<file path="src/rtl/fec_cc_encoder.sv">
// Rate-1/2 tail-biting convolutional encoder (K=7) with a ping-pong input store.
// One bank fills from the randomizer while the other is encoded, emitting X then Y for each bit.
`timescale 1ns/1ps
module fec_cc_encoder #(
   parameter int         BLOCK_BITS = 96,
   parameter logic [6:0] G1         = 7'o171,
   parameter logic [6:0] G2         = 7'o133
) (
   input  logic clk,
   input  logic resetN,
   input  logic data_in,
   input  logic valid_in,
   output logic ready_fec,
   output logic data_out,
   output logic valid_out,
   input  logic ready_interleaver
);

   localparam int            CW   = $clog2(BLOCK_BITS);
   localparam logic [CW-1:0] LAST = CW'(BLOCK_BITS - 1);

   typedef enum logic [1:0] {ST_IDLE, ST_LOAD, ST_ENC} state_t;

   state_t                      state_q, state_d;
   logic [1:0][BLOCK_BITS-1:0]  mem_q, mem_d;
   logic [1:0]                  full_q, full_d;
   logic                        wr_bank_q, wr_bank_d;
   logic                        rd_bank_q, rd_bank_d;
   logic [CW-1:0]               wr_cnt_q, wr_cnt_d;
   logic [CW-1:0]               idx_q, idx_d;
   logic                        phase_q, phase_d;
   logic [5:0]                  s_q, s_d;
   logic                        ready_fec_q, ready_fec_d;
   logic                        data_out_q, data_out_d;
   logic                        valid_out_q, valid_out_d;

   logic                        wr_fire, wr_last;
   logic [1:0]                  full_now;
   logic [CW-1:0]               idx_nx;
   logic [5:0]                  s_load, s_shift;
   logic                        u_cur, u_next, u_first;

   // {u, s1..s6} with u at bit 6 lines up with the generator MSB tapping the input bit.
   function automatic logic enc_bit(input logic [6:0] g, input logic u, input logic [5:0] s);
      return ^(g & {u, s});
   endfunction

   always_comb begin
      state_d     = state_q;
      mem_d       = mem_q;
      full_d      = full_q;
      wr_bank_d   = wr_bank_q;
      rd_bank_d   = rd_bank_q;
      wr_cnt_d    = wr_cnt_q;
      idx_d       = idx_q;
      phase_d     = phase_q;
      s_d         = s_q;
      data_out_d  = data_out_q;
      valid_out_d = valid_out_q;

      wr_fire = valid_in & ready_fec_q;
      wr_last = wr_fire & (wr_cnt_q == LAST);
      if (wr_fire) begin
         mem_d[wr_bank_q][wr_cnt_q] = data_in;
         wr_cnt_d = wr_last ? '0 : wr_cnt_q + 1'b1;
      end
      if (wr_last) begin
         full_d[wr_bank_q] = 1'b1;
         wr_bank_d         = ~wr_bank_q;
      end

      // A bank completing this cycle counts as full so encoding can start one cycle earlier.
      full_now = full_q;
      if (wr_last) full_now[wr_bank_q] = 1'b1;

      s_load  = mem_q[rd_bank_q][BLOCK_BITS-1 -: 6];
      u_first = mem_q[rd_bank_q][0];
      u_cur   = mem_q[rd_bank_q][idx_q];
      idx_nx  = idx_q + 1'b1;
      u_next  = mem_q[rd_bank_q][idx_nx];
      s_shift = {u_cur, s_q[5:1]};

      case (state_q)
         ST_IDLE: begin
            if (full_now[rd_bank_q]) state_d = ST_LOAD;
         end
         ST_LOAD: begin
            s_d         = s_load;
            idx_d       = '0;
            phase_d     = 1'b0;
            data_out_d  = enc_bit(G1, u_first, s_load);
            valid_out_d = 1'b1;
            state_d     = ST_ENC;
         end
         ST_ENC: begin
            if (valid_out_q & ready_interleaver) begin
               if (!phase_q) begin
                  phase_d    = 1'b1;
                  data_out_d = enc_bit(G2, u_cur, s_q);
               end else begin
                  phase_d = 1'b0;
                  s_d     = s_shift;
                  idx_d   = idx_nx;
                  if (idx_q == LAST) begin
                     full_d[rd_bank_q] = 1'b0;
                     rd_bank_d         = ~rd_bank_q;
                     idx_d             = '0;
                     valid_out_d       = 1'b0;
                     data_out_d        = 1'b0;
                     state_d           = full_now[~rd_bank_q] ? ST_LOAD : ST_IDLE;
                  end else begin
                     data_out_d = enc_bit(G1, u_next, s_shift);
                  end
               end
            end
         end
         default: state_d = ST_IDLE;
      endcase

      ready_fec_d = ~full_d[wr_bank_d];
   end

   always_ff @(posedge clk) begin
      if (!resetN) begin
         state_q     <= ST_IDLE;
         full_q      <= '0;
         wr_bank_q   <= 1'b0;
         rd_bank_q   <= 1'b0;
         wr_cnt_q    <= '0;
         idx_q       <= '0;
         phase_q     <= 1'b0;
         s_q         <= '0;
         ready_fec_q <= 1'b0;
         data_out_q  <= 1'b0;
         valid_out_q <= 1'b0;
      end else begin
         state_q     <= state_d;
         full_q      <= full_d;
         wr_bank_q   <= wr_bank_d;
         rd_bank_q   <= rd_bank_d;
         wr_cnt_q    <= wr_cnt_d;
         idx_q       <= idx_d;
         phase_q     <= phase_d;
         s_q         <= s_d;
         ready_fec_q <= ready_fec_d;
         data_out_q  <= data_out_d;
         valid_out_q <= valid_out_d;
      end
   end

   // Bank contents are only read once marked full, so they need no reset.
   always_ff @(posedge clk) begin
      mem_q <= mem_d;
   end

   assign ready_fec = ready_fec_q;
   assign data_out  = data_out_q;
   assign valid_out = valid_out_q;

endmodule

</file>
<file path="config.mk">
export PLATFORM = sky130hd
export DESIGN_NAME = fec_cc_encoder
export DESIGN_NICKNAME = d
export VERILOG_FILES = /design/src/rtl/fec_cc_encoder.sv
export SDC_FILE = /design/constraint.sdc
export NUM_CORES = 1
export LEC_CHECK = 0
export ABC_AREA = 1
export CORE_MARGIN = 4
export CORE_UTILIZATION = 48
export DETAILED_ROUTE_END_ITERATION = 8
export GPL_ROUTABILITY_DRIVEN = 0
export PLACE_DENSITY = 0.69
export SLEW_MARGIN = 20
export SYNTH_ARGS = -nofsm -noshare
export SYNTH_HDL_FRONTEND = slang
export SYNTH_SLANG_ARGS = --single-unit
</file>
<file path="constraint.sdc">
create_clock -name clk -period 2.35 [get_ports clk]
set_input_delay 0.47 -clock clk [delete_from_list [all_inputs] [get_ports clk]]
set_output_delay 0.47 -clock clk [all_outputs]
set_load 0.05 [all_outputs]
</file>
==> results of run 1 <==
## power by group
group	internal [mW]	switching [mW]
registers	4.29	0.0156
logic	0.116	0.284
clock network	2.14	1.55
## synth_stat cells
master    number  area share
o21bai_2       1     0.00094
inv_4          1     0.00052
o21ai_0       31       0.013
a21oi_1       21      0.0088
xor2_2         1      0.0014
nand4_1        2      0.0010
xnor2_1        3      0.0022
o21ai_1       23      0.0096
nor3_2         1     0.00084
nor2_2         1     0.00052
nand3_2        1     0.00084
dfxtp_1       30       0.050
ha_1           2      0.0021
inv_1         83       0.026
buf_8          1      0.0013
nor4_1         1     0.00052
nor3b_1        1     0.00063
a311oi_1       1     0.00073
clkbuf_1      23      0.0072
buf_6         11       0.010
edfxtp_1     192        0.48
clkinv_1       1     0.00031
nand2_2        2      0.0010
and2_1         1     0.00052
or2_1          1     0.00052
buf_2         25       0.010
nand3_1      220       0.092
nor3_1        29       0.012
o211ai_1      28       0.018
buf_1         19      0.0060
nor2_1       246       0.077
o21bai_1       1     0.00063
nand2_1      431        0.14
a31oi_1        9      0.0047
o22ai_1        7      0.0037
or2_2          1     0.00052
xor2_1         9      0.0066
inv_2          5      0.0016
buf_4          8      0.0050
a21oi_2        2      0.0015
## path summary, 6_finish.rpt
| check | from | to | slack [ns] | cells past startpoint |
|---|---|---|---|---|
| setup / recovery | idx_q[1] | data_out | 0.03 | 17 |
| hold / removal | data_in | mem_q[24] | 0.48 | 2 |
| setup reg to reg | idx_q[1] | data_out | 0.03 | 17 |
| hold reg to reg | valid_out | valid_out | 0.48 | 2 |
## worst register-to-register path: stages (launching register included)
cell     delay [ns]
dfxtp_2        0.38
ha_4           0.18
xor2_4         0.25
buf_6          0.26
nand3_1        0.15
nand2_1        0.10
nand2_1        0.07
nand3_1        0.10
nand3_1        0.08
nand3_1        0.09
nand3_1        0.09
nand2_1        0.10
nand2_1        0.06
nand2_2        0.07
nand2_1        0.05
nand2_1        0.05
nand2_1        0.05
a21oi_2        0.10
## area by class of cell
type	count	area (um2)	area share
Sequential cell	222	6380	0.445
Multi-Input combinational cell	1077	5030	0.351
Timing Repair Buffer	114	1410	0.0983
Clock buffer	39	698	0.0487
Tap cell	324	405	0.0283
Inverter	90	362	0.0252
Clock inverter	6	53.8	0.00375
Timing Repair inverter	1	7.51	0.000523
## per-layer routing
layer,vias up,GRT usage
met5,-,0
met2,628,0.408
met3,114,0.0379
met4,0,0.0796
li1,5066,-
met1,5182,0.349
## sequential cells by signal, summed over array words and instances (netlist names)
name and count:
data_out 1, full_q 2, idx_q 7, mem_q 192, phase_q 1, rd_bank_q 1, ready_fec 1, s_q 6
state_q 2, valid_out 1, wr_bank_q 1, wr_cnt_q 7
## stage by stage
step | setup WS, ns | TNS, ns | utilization
after floorplan | 0.148 | 0 | -
after global routing | -0.129 | -0.129 | 0.588
after CTS | 0.000232 | 0 | 0.566
final | 0.0254 | 0 | 0.588
after detailed placement | 0.000156 | 0 | 0.524
after global placement | 0.0351 | 0 | 0.524
## logic make-up (layout without fill, tap and decap cells)
family,count (synthesis),count (layout),synth area share
fa+ha+maj,2,2,0.00210
flops,222,222,0.533
buf+inv,177,250,0.0689
compound gates,124,124,0.0612
xor+xnor,13,13,0.0102
simple gates,938,938,0.324
## what timing repair did
action                                  in CTS  in global routing
setup buffers                                5                  5
endpoints found under the setup margin       1                  1
cloned                                       6                 10
resized for setup                           23                 77
endpoints found under the hold margin        0                  0
pin swaps                                    5                 37
==> flow_metrics.tcl, run 1 <==
set metrics [dict create \
    numCtsBuffers 25 \
    crit_buf_inv 1 \
    die_area_um2 27500 \
    cp_data_required_time_ns 2.81 \
    die_h_um 166 \
    viasPerCell 5.87 \
    cts-root-buf "clkbuf_16" \
    finalNonFillerCells 1873 \
    vias 11000 \
    antenna_found_initial 0 \
    status "finished, final reports clean" \
    path_common_cell "nand2_1" \
    layout_common_cells "nand2_1 (415), nor2_1 (243), nand3_1 (193)" \
    cts_buffer_depth 3 \
    start_util 0.489 \
    crit_path_cell_trace "ha_4, xor2_4, buf_6, nand3_1, nand2_1, nand2_1, nand3_1, nand3_1, nand3_1, nand3_1, nand2_1, nand2_1, nand2_2, nand2_1, nand2_1, nand2_1, a21oi_2" \
    ant_nets 0 \
    yosysUniqueCellTypes 40 \
    drt_wl_total_mm 37.9 \
    drive_gt1_frac 0.144 \
    finalSetupViolCount 0 \
    place_hpwl_mm 22.0 \
    p_leak_nw 5.35 \
    nets 1538 \
    startpoint_type "flip-flop" \
    wl_met2_mm 17.4 \
    critPathKind "reg -> reg" \
    clock_sinks 222 \
    grt_overflow 0 \
    period_needed_ns 2.32 \
    power_density_nw_per_um2 585 \
    yosysWarnings 0 \
    floorplan.io_pins 8 \
    cp_top_family "simple AND/OR/NAND/NOR gates" \
    clock.fmax_mhz 430 \
    hold_ws_ns 0.479 \
    synth_area_um2 11900 \
    postPlaceCellArea_um2 12800 \
    worst_pin_slew_ns 0.760 \
    top_layer "met4" \
    slowest_delay_ns 0.38 \
    worst_clock_skew_ns 0.0143 \
    final_area_um2 14300 \
    worstPathArrival_ns 2.78 \
    clkLatencyLatePin_ns 0.53 \
    fin_crit_sh 0.989 \
    area_growth_pct 20.2 \
    irDropWorstVdd_uv 547 \
    cts_tree "yes" \
    ctsHtreeMaxLevel 1 \
    total_power_mw 8.40 \
    synth_cells 1476 \
    min_path_type "in -> reg" \
    final_common_cell "nand2_1" \
    slew_violations 0 \
    yosysSeqAreaShare 0.533 \
    rows 57 \
    drt_iter0_drc 1492 \
    crit_fanout 12 \
    port_buffers 7 \
    grt_setup_unrepaired "true" \
    maxCapViolCount 0 \
    drc 0 \
    grt_pass1_wl_mm 55.2 \
    fill_cells 2097 \
    wl_met1_mm 14.8 \
    grt_pass1_vias 10100 \
    syn-num-nets 1483 \
    maxSlewHeadroom 0.491 \
    syn-mean-instance-area_um2 8.09 \
    grt_usage 0.251 \
    wl_met3_mm 4.28 \
    synth_seq_cells 222 \
    core_area_um2 24400 \
    post_drt_wl_per_cell_um 20.2 \
    final_hold_viol_count 0 \
    end_kind "flip-flop" \
    dieWidth_um 166 \
    dp_cells 1803 \
    cp_slowest_cell "dfxtp_2" \
    holdBufCountCts 0 \
    diodes 0 \
    first_pass_iters 5 \
    path_clk_slew_ns 0.06 \
    grt_max_degree 118 \
]
No activity file was read; power rests on OpenSTA's default activity.
==> run 2: changes to the inputs <==
--- a/config.mk
+++ b/config.mk
@@ -6,10 +6,12 @@
 export NUM_CORES = 1
 export LEC_CHECK = 0
 export ABC_AREA = 1
-export CORE_MARGIN = 4
+export CORE_MARGIN = 2
 export CORE_UTILIZATION = 48
 export DETAILED_ROUTE_END_ITERATION = 8
 export GPL_ROUTABILITY_DRIVEN = 0
+export GPL_TIMING_DRIVEN = 0
+export HOLD_SLACK_MARGIN = 0.02
 export PLACE_DENSITY = 0.69
 export SLEW_MARGIN = 20
 export SYNTH_ARGS = -nofsm -noshare
==> flow_metrics.tcl, run 2 (synthesis gave the netlist of run 1 again) <==
set metrics [dict create \
    status "finished, violations left" \
    violations "setup timing" \
    drc 0 \
    clock.fmax_mhz 407 \
    numCtsBuffers 25 \
    die_area_um2 26100 \
    rows 57 \
    core_area_um2 24400 \
    clock_power_share 0.462 \
    clkLatencyLatePin_ns 0.55 \
    multi_input_area_um2 4890 \
    worst_clock_skew_ns 0.0147 \
    ctsHtreeMaxLevel 1 \
    slew_violations 0 \
    area_growth_pct 17.4 \
    dieWidth_um 162 \
    post_drt_wl_per_cell_um 23.5 \
    start_util 0.489 \
    vias 11600 \
    worstPathArrival_ns 2.94 \
    irDropWorstVdd_uv 604 \
    cp_data_required_time_ns 2.83 \
    cts_tree "yes" \
    critPathKind "reg -> reg" \
    regArea_um2 6370 \
    maxCapViolCount 0 \
    finalSetupViolCount 1 \
    antenna_found_initial 1 \
    die_h_um 162 \
    end_kind "flip-flop" \
    drt_wl_total_mm 44.0 \
    period_needed_ns 2.46 \
    cts-root-buf "clkbuf_16" \
    dp_slack_ns -0.818 \
    cts_buffer_depth 3 \
    top_register "mem_q" \
    floorplan.io_pins 8 \
    setup_slack_ns -0.109 \
    final_util 0.574 \
    grt_max_degree 123 \
    tns_ns -0.109 \
    top_regs "mem_q x192, idx_q x7, wr_cnt_q x7" \
    p_comb_frac 0.047 \
    p_sw_frac 0.225 \
    layout_common_cells "nand2_1 (420), nor2_1 (245), nand3_1 (213)" \
    total_power_mw 8.77 \
    grt_pass1_wl_mm 62.8 \
    p_sw_mw 1.97 \
    internal-power_mw 6.79 \
    first_pass_iters 7 \
    nets 1539 \
    grt_pass1_vias 10500 \
    startpoint_type "flip-flop" \
    path_clk_slew_ns 0.06 \
    port_buffers 6 \
    power_density_nw_per_um2 626 \
    grt_usage 0.324 \
    drive_gt1_frac 0.115 \
    maxSlewHeadroom 0.359 \
    final_hold_viol_count 0 \
    hold_ws_ns 0.286 \
    largest_reg_flops 192 \
    min_path_type "in -> reg" \
    clock_sinks 222 \
    worst_pin_slew_ns 0.959 \
    grt_overflow 0 \
    fin_crit_sh 1.05 \
    seq_power_share 0.491 \
    drt_iter0_drc 1973 \
    ant_nets 0 \
    place_hpwl_mm 27.7 \
    final_common_cell "nand2_1" \
    grt_setup_unrepaired "true" \
    viasPerCell 6.16 \
    crit_fanout 10 \
    fill_cells 2195 \
    p_leak_nw 5.18 \
]
-- run 2: per-layer routing --
| metal | share of wire | GRT usage | up-vias |
|---|---|---|---|
| met3 | 0.15 | 0.0761 | 283 |
| met4 | 0.076 | 0.186 | 2 |
| met1 | 0.36 | 0.430 | 5265 |
| met2 | 0.42 | 0.490 | 949 |
| met5 | 0.00025 | 0 | - |
| li1 | - | - | 5054 |
-- run 2: worst max-delay path, cell delays in order, from the launching register on --
cell and delay, ns:
dfxtp_4 0.36, inv_2 0.14, clkbuf_2 0.47, nand2_1 0.11
o211ai_1 0.22, nand3_1 0.16, nand3_1 0.11, nand2_1 0.07
nand2_2 0.09, nand2_2 0.07, buf_4 0.14, a21oi_1 0.10
o21ai_0 0.09, nand2_1 0.07, nand2_1 0.06, a21oi_2 0.12
-- run 2: layout make-up --
class / instances / area share
sequential: 222 / 0.455
multi-input combinational: 1077 / 0.349
buffer: 87 / 0.0559
clock buffer: 27 / 0.0452
tap: 324 / 0.0289
inverter: 90 / 0.0263
timing repair buffer: 29 / 0.0253
clock inverter: 18 / 0.0145
antenna: 2 / 0.000357
-- run 2: stage by stage --
stage / std cells / instance area, um2
floorplan: 1476 / 11900
global placement: 1806 / 12400
detailed placement: 1809 / 12500
CTS: 1854 / 13300
global route: 1874 / 14000
finish: 1876 / 14000
-- run 2: timing repair --
item	in CTS	in global routing
hold buffers	0	0
gates resized for setup	28	148
setup endpoints to repair	129	68
pin swaps	0	14
setup buffers	0	15
gates cloned	0	5
-- run 2: path summary, 6_finish.rpt --
check	slack (ns)	startpoint	cells after the start	end
worst min-delay path	0.29	resetN	3	state_q[0]
worst max register to register	-0.11	idx_q[1]	15	data_out
worst min register to register	0.50	valid_out	2	valid_out
worst max-delay path	-0.11	idx_q[1]	15	data_out
-- run 2: power groups by stage --
stage	clock network [mW]	registers [mW]	logic, mW
6_report	4.05	4.31	0.415
3_5_place_dp	0	4.39	0.369
5_1_grt	4.18	4.31	0.437
2_1_floorplan	0	4.40	0.186
3_3_place_gp	0	4.41	0.358
4_1_cts	4.04	4.31	0.375
